===== src/rtl/util_axis_1553_string_encoder_stream.sv =====
// Converts one 1553 word (16b data + sync/parity flags in tuser) into an ASCII
// text record "T:DIGITS S\r\n" and streams it out BUS_WIDTH bytes per beat.
module util_axis_1553_string_encoder_stream #(
  parameter int BUS_WIDTH = 1,
  parameter bit MODE_BIN  = 1'b0,
  parameter bit HEX_LOWER = 1'b0
) (
  input  logic                   aclk,
  input  logic                   arstn,
  input  logic [15:0]            s_axis_tdata,
  input  logic [7:0]             s_axis_tuser,
  input  logic                   s_axis_tvalid,
  output logic                   s_axis_tready,
  output logic [BUS_WIDTH*8-1:0] m_axis_tdata,
  output logic [BUS_WIDTH-1:0]   m_axis_tkeep,
  output logic                   m_axis_tlast,
  output logic                   m_axis_tvalid,
  input  logic                   m_axis_tready
);

  localparam int NDIG    = MODE_BIN ? 16 : 4;
  localparam int REC_LEN = NDIG + 6;
  localparam int BEATS   = (REC_LEN + BUS_WIDTH - 1) / BUS_WIDTH;
  localparam int CNT_W   = $clog2(BEATS) + 1;
  localparam int LAST_N  = REC_LEN - (BEATS - 1) * BUS_WIDTH;
  localparam int PAD_W   = BEATS * BUS_WIDTH * 8;
  localparam logic [CNT_W-1:0]     LAST_CNT  = CNT_W'(BEATS - 1);
  localparam logic [BUS_WIDTH-1:0] KEEP_LAST = BUS_WIDTH'((64'd1 << LAST_N) - 64'd1);

  typedef enum logic {IDLE, SEND} state_e;

  state_e                 state_q, state_d;
  logic [CNT_W-1:0]       cnt_q, cnt_d;
  logic                   rdy_en_q;
  logic [REC_LEN*8-1:0]   rec_q;
  logic                   load;
  logic                   fin;
  logic                   in_hs;
  logic                   out_hs;
  logic [PAD_W-1:0]       pad;
  logic                   unused_tuser;

  // tuser[4:1] carry no meaning for the text record
  assign unused_tuser = ^s_axis_tuser[4:1];

  function automatic logic [7:0] hex_char(input logic [3:0] n);
    if (n < 4'd10)   return 8'h30 + {4'h0, n};
    else if (HEX_LOWER) return 8'h57 + {4'h0, n};
    else             return 8'h37 + {4'h0, n};
  endfunction

  // Character 0 lands in bits [7:0] so the first byte on the bus is the type letter
  function automatic logic [REC_LEN*8-1:0] build_rec(input logic [15:0] d,
                                                     input logic [2:0]  sync,
                                                     input logic        perr);
    logic [REC_LEN*8-1:0] r;
    logic [15:0]          sh;
    case (sync)
      3'b100:  r[7:0] = "C";
      3'b010:  r[7:0] = "D";
      default: r[7:0] = "?";
    endcase
    r[15:8] = ":";
    sh = d;
    for (int i = 0; i < NDIG; i++) begin
      if (MODE_BIN) begin
        r[(2+i)*8 +: 8] = sh[15] ? "1" : "0";
        sh = sh << 1;
      end else begin
        r[(2+i)*8 +: 8] = hex_char(sh[15:12]);
        sh = sh << 4;
      end
    end
    r[(2+NDIG)*8 +: 8] = " ";
    r[(3+NDIG)*8 +: 8] = perr ? "E" : "P";
    r[(4+NDIG)*8 +: 8] = 8'h0D;
    r[(5+NDIG)*8 +: 8] = 8'h0A;
    return r;
  endfunction

  assign fin           = (cnt_q == LAST_CNT);
  assign m_axis_tvalid = (state_q == SEND);
  // Accept the next word while idle, or in the same cycle the final beat leaves
  assign s_axis_tready = rdy_en_q & ((state_q == IDLE) | ((state_q == SEND) & fin & m_axis_tready));
  assign in_hs         = s_axis_tvalid & s_axis_tready;
  assign out_hs        = m_axis_tvalid & m_axis_tready;
  assign pad           = PAD_W'(rec_q);

  // Control state: FSM, beat counter and the post-reset ready enable
  always_ff @(posedge aclk or negedge arstn) begin
    if (!arstn) begin
      state_q  <= IDLE;
      cnt_q    <= '0;
      rdy_en_q <= 1'b0;
    end else begin
      state_q  <= state_d;
      cnt_q    <= cnt_d;
      rdy_en_q <= 1'b1;
    end
  end

  // Held record; contents are only observed while in SEND so no reset is needed
  always_ff @(posedge aclk) begin
    if (load) rec_q <= build_rec(s_axis_tdata, s_axis_tuser[7:5], s_axis_tuser[0]);
  end

  // Next state: load on input handshake, advance on output handshake, wrap at final beat
  always_comb begin
    state_d = state_q;
    cnt_d   = cnt_q;
    load    = 1'b0;
    case (state_q)
      IDLE: begin
        if (in_hs) begin
          load    = 1'b1;
          cnt_d   = '0;
          state_d = SEND;
        end
      end
      SEND: begin
        if (out_hs) begin
          if (fin) begin
            cnt_d = '0;
            if (in_hs) load = 1'b1;
            else       state_d = IDLE;
          end else begin
            cnt_d = cnt_q + 1'b1;
          end
        end
      end
      default: state_d = IDLE;
    endcase
  end

  // Beat slice of the zero-padded record; everything reads zero when idle
  always_comb begin
    m_axis_tdata = '0;
    m_axis_tkeep = '0;
    m_axis_tlast = 1'b0;
    if (state_q == SEND) begin
      for (int k = 0; k < BEATS; k++) begin
        if (cnt_q == CNT_W'(k)) m_axis_tdata = pad[k*BUS_WIDTH*8 +: BUS_WIDTH*8];
      end
      m_axis_tkeep = fin ? KEEP_LAST : '1;
      m_axis_tlast = fin;
    end
  end

endmodule


===== config.mk =====
export PLATFORM = sky130hd
export DESIGN_NAME = util_axis_1553_string_encoder_stream
export DESIGN_NICKNAME = d
export VERILOG_FILES = /design/src/rtl/util_axis_1553_string_encoder_stream.sv
export SDC_FILE = /design/constraint.sdc
export NUM_CORES = 1
export LEC_CHECK = 0
export CORE_AREA = 2 2 70 72
export DETAILED_ROUTE_END_ITERATION = 8
export DIE_AREA = 0 0 72 74
export PLACE_DENSITY_LB_ADDON = 0.1
export SLEW_MARGIN = 40
export SYNTH_ARGS = -nofsm -noshare
export SYNTH_HDL_FRONTEND = slang
export SYNTH_SLANG_ARGS = --single-unit

===== constraint.sdc =====
create_clock -name aclk -period 3.2 [get_ports aclk]
set_input_delay 0.32 -clock aclk [delete_from_list [all_inputs] [get_ports aclk]]
set_output_delay 0.32 -clock aclk [all_outputs]
set_load 0.05 [all_outputs]

-- After elaboration in Yosys (flattened, before gate mapping)
Cells that the tools add are included.
Widths: inputs -> output; s select.
- register bits after elaboration: 55
- input port bits: 28
- output and inout bits: 12
- logic and storage cells: 72
- add/sub/neg operators: 9
- magnitude comparators: 4
- equality and inequality tests: 13
- mux-type cells: 33
- bitwise logic cells: 7
- reductions and logical operators: 2
- operator list (kind ; count):
    $mux 8 ; 11
    $add 6x4->7 const A ; 8
    $mux 16 ; 3
    $mux 7 ; 4
    $eq 5x3->1 const B ; 4
    $mux 5 ; 4
    $lt 4x4->1 const B ; 4
    $pmux 7 s2 ; 1
    $eq 5x2->1 const B ; 2
    $eq 5x4->1 const B ; 2
    $pmux 5 s2 ; 1
    $mux 1 ; 7
    $add 5x1->5 const B ; 1
    $and 1x1->1 ; 5
    $eq 5x1->1 const B ; 1
    $logic_not 5->1 ; 1
    $pmux 1 s2 ; 2
    $eq 3x2->1 const B ; 1
    $eq 3x3->1 const B ; 1
    $ne 2x1->1 const B ; 1
    $ne 2x2->1 const B ; 1
    $reduce_and 2->1 ; 1
    $not 1->1 ; 1
    $or 1x1->1 ; 1

-- Logic depth before layout (Yosys ltp)
Gate-level depths: netlist (run 1).
- word-level depth: 15
- depth in mapped cells: 8
- mapped depth without buffers: 6

-- Least setup slack after synthesis (run 1)
Ideal clock, no wire load.
- kind: register -> output
- start point: register cnt_q[1]
- end point: output m_axis_tdata[5]
- arrival time: 2.727 ns
- required time: 2.880 ns
- slack: 0.153 ns
- cell stages (with the launch flop): 9
- buffers on the path: 2
- cells stage by stage: dfrtp_1 inv_1 ha_1 buf_2 buf_2 nor3b_1 a21oi_1 nor2_1 nor4_1
- word-level cells in the longest chain between the ends: 12
- elaborated cells on any way between the ends: 21
- those cells by class: eq/ne: 9; mux: 11; reduce/logical: 1
- RTL lines (item ; line ; text):
    start, declared ; 33 ; logic [CNT_W-1:0] cnt_q, cnt_d;
    start signal, assigned ; 97 ; cnt_q <= cnt_d;
    $logic_not 5->1 ; 142 ; if (cnt_q == CNT_W'(k)) m_axis_tdata = pad[k*BUS_WIDTH*8 +: BUS_WIDTH*8];
    $mux 8 (9 in series) ; 142 ;
    $mux 8 * ; 142 ;
    $mux 8 * ; 140 ; if (state_q == SEND) begin
    end, declared ; 14 ; output logic [BUS_WIDTH*8-1:0] m_axis_tdata,
Every way passes the cells marked *; elsewhere a longest branch is shown, timed or not.

-- Worst setup path in the final report (run 1)
- start point: register cnt_q[1]
- end point: output m_axis_tlast
- word-level cells in the longest chain between the ends: 2
- RTL lines (item ; line ; text):
    $eq 5x4->1 ; 81 ; assign fin = (cnt_q == LAST_CNT);
    $mux 1 ; 140 ;
    end, declared ; 16 ; output logic m_axis_tlast,
Every way passes these cells.

==> results.cfg, run 1 <==
[synth]
synth.avg_cell_area_um2 = 9.72
ys_types = 46
synth_flop_cell = edfxtp_1
synth_nets = 278
ys_seq_area_frac = 0.509
synthArstFlopShare = 0.171
ys_warn_count = 0
ys_seq_elements = 41
synth_edf_count = 34
synth_cells = 242
syn_area_um2 = 2350

[critical_path]
slowest_stage = clkdlybuf4s50_1
slowest_delay_ns = 0.80
path_cells = inv_1 -> ha_1 -> and4bb_1 -> and2_1 -> clkdlybuf4s50_1
r2r_end = pad[18]
rr_worst_depth = 6
cp-startpoint = cnt_q[1]
critPathKind = register to primary output
critPathRequiredTime_ns = 2.88
cp_data_arrival_time_ns = 2.66
start_kind = register
critPathCaptureType = primary output
reg2reg_from = cnt_q[1]
critPathMaxFanout = 14
rrSetupSlack_ns = 0.78

[global_routing]
grt_pass1_vias = 1659
grt_antenna_before_repair = 0
grt_max_degree = 26
grt_pass1_wl_um = 7430
grt_usage = 0.185
grt-ovfl-total = 0

[clocking]
clk_pin_slew_ns = 0.08
clockRootBuffer = clkbuf_8
h-tree-depth = 2
cts_tree = done
clockBufferDepth = 2
clock_sinks = 41
cts_setup_buffers = 0
cts_buffers = 5
clk_latency_ns = 0.30

[power_and_ir_drop]
power.density_nw_per_um2 = 875
power.share.clock = 0.140
power.leakage_nw = 1.17
swShare = 0.454
internal-power_w = 0.00136
p_comb_frac = 0.580
pwr-share-seq = 0.280
peakVddDrop_uv = 484
p_switching_w = 0.00113

[timing]
max_freq_mhz = 336
tns_ns = 0
slew-limit-headroom = 0.564
fin_skew_ns = 0.00732
worst_slew_pin_slew_ns = 0.647
rsz0062_at_grt = false
finalSetupViolCount = 0
fin_crit_sh = 0.930
min_period_ns = 2.98
finalHoldViolCount = 0
drv_slew = 0

[detailed_routing]
drt_iter0_drc = 173
routed_wl_um = 4590
drcViolationCount = 0
viasPerCell = 5.52
postRouteAntennaNets = 0
first_pass_iters = 4
vias = 1837
routedWlPerCell_um = 13.8

[floorplanning]
start_util = 0.512
die_w_um = 72
die_h_um = 74
num_rows = 25
die-area_um2 = 5330
core_um2 = 4600
ios = 40

[cells_and_area]
nets = 314
final_cells = 333
synthToLayoutAreaGrowth_pct = 21.4
num_antenna_cells = 0
drive_above_1_share = 0.0896

[placed_design]
globalplace.congestion = 0.842
place.port_buffers = 34
dpl.cell_count = 325
hpwl_um = 3510

[outcome]
status = finished, final reports clean

[job]
max_cap_violations = 0

[min_path]
hp-class = input pin to asynchronous set/reset pin
## cell usage after synthesis (all sizes together), types with 2 or more instances
cell | number | area share
edfxtp | 34 | 0.43
conb | 2 | 0.0032
nand2 | 30 | 0.048
a22oi | 2 | 0.0064
nor2b | 8 | 0.021
nand3 | 4 | 0.0085
nor3b | 4 | 0.013
o21a | 2 | 0.0064
a21oi | 14 | 0.030
or3b | 2 | 0.0074
o31ai | 4 | 0.013
o22ai | 2 | 0.0053
nand2b | 5 | 0.013
o21ai | 21 | 0.045
a21boi | 3 | 0.0096
nor3 | 6 | 0.015
nor4bb | 2 | 0.0085
a211oi | 5 | 0.016
inv | 26 | 0.041
xnor2 | 5 | 0.019
ha | 8 | 0.043
and2 | 2 | 0.0053
buf | 12 | 0.028
nand3b | 2 | 0.0064
clkbuf | 2 | 0.0032
nor2 | 11 | 0.018
dfrtp | 7 | 0.074
a21o | 5 | 0.016
## metrics by stage
stage                     setup slack (ns)  hold slack (ns)   util  power [W]  cell area [um2]
after CTS                           0.0453            0.283  0.619    0.00250             2850
final                                0.225            0.272  0.621    0.00250             2860
after global placement               0.352            0.515  0.599    0.00215             2760
after floorplan                      0.153           0.0244      -    0.00171             2350
after global routing                0.0818            0.297  0.621    0.00264             2860
after detailed placement             0.306            0.519  0.599    0.00217             2760
## power by group through the flow
stage	Sequential (W)	Clock [W]	Combinational (W)
after floorplan	0.000683	0	0.00103
after global placement	0.000708	0	0.00144
after detailed placement	0.000712	0	0.00145
after CTS	0.000700	0.000355	0.00145
after global routing	0.000710	0.000373	0.00155
final	0.000700	0.000351	0.00145
## what timing repair did
item / 4_1_cts / 5_1_grt
gates resized for setup: 1 / 3
hold buffers: 0 / 0
setup endpoints to repair: 1 / 2
## worst max-delay path: cells and delay by family, from the launching register on
| family | cells | cell delay [ns] |
|---|---|---|
| flops | 1 | 0.44 |
| simple gates | 2 | 0.54 |
| buf+inv | 2 | 0.90 |
| fa+ha+maj | 1 | 0.47 |
## logic make-up (layout without fill, tap and decap cells)
group | Yosys count | in the layout | share of synthesized area
and+or+nand+nor | 81 | 81 | 0.182
AOI/OAI and AO/OA | 65 | 65 | 0.172
DFF | 41 | 41 | 0.509
buffers and inverters | 40 | 77 | 0.0729
adders and majority gates | 8 | 8 | 0.0426
xor gates and xnor gates | 5 | 5 | 0.0186
other | 2 | 2 | 0.00319
## worst max path at each step
| stage | end | slack [ns] | cells after the start |
|---|---|---|---|
| floorplan | m_axis_tdata[5] | 0.15 | 8 |
| global placement | m_axis_tdata[6] | 0.35 | 7 |
| detailed placement | m_axis_tdata[6] | 0.31 | 7 |
| CTS | m_axis_tdata[0] | 0.05 | 7 |
| global route | m_axis_tdata[6] | 0.08 | 7 |
| finish | m_axis_tlast | 0.22 | 5 |
## metal layers
metal | wire length [um] | vias up | global-route usage
met3 | 240 | 8 | 0.0474
met1 | 2120 | 861 | 0.239
met2 | 2160 | 45 | 0.301
met5 | 0 | - | 0
met4 | 76 | 0 | 0.0776
li1 | - | 923 | -
## layout by cell type, fill, tap and decap left out, types with 4 or more instances in the layout
master	instances
a21oi_1	14
a21o_1	5
o31ai_1	4
xnor2_1	5
clkdlybuf4s50_1	26
nor3b_1	4
nor2b_1	8
nor3_1	5
dfrtp_1	7
nand2b_1	5
nor2_1	10
inv_1	26
edfxtp_1	34
clkbuf_8	6
a211oi_1	5
nand3_1	4
nand2_1	30
ha_1	7
o21ai_0	20
buf_4	13
## area by class of cell
cell class,instances,area [um2]
sequential,41,1200
inverter,26,97.6
clock inverter,1,6.26
multi-input combinational,161,990
tap,54,67.6
clock buffer,7,86.3
fill,394,1740
timing repair buffer,43,412
## flip-flops by register name (all words and copies together) (netlist names)
signal / flops
rdy_en_q: 1
pad: 34
m_axis_tvalid: 1
cnt_q: 5
Power figures use the tool's default switching activity.
==> run 2, diff against run 1 <==
Settings changed: CAP_MARGIN set to 0.
==> results of run 2 <==
Final layout, timing and power as in run 1 (identical DEF).
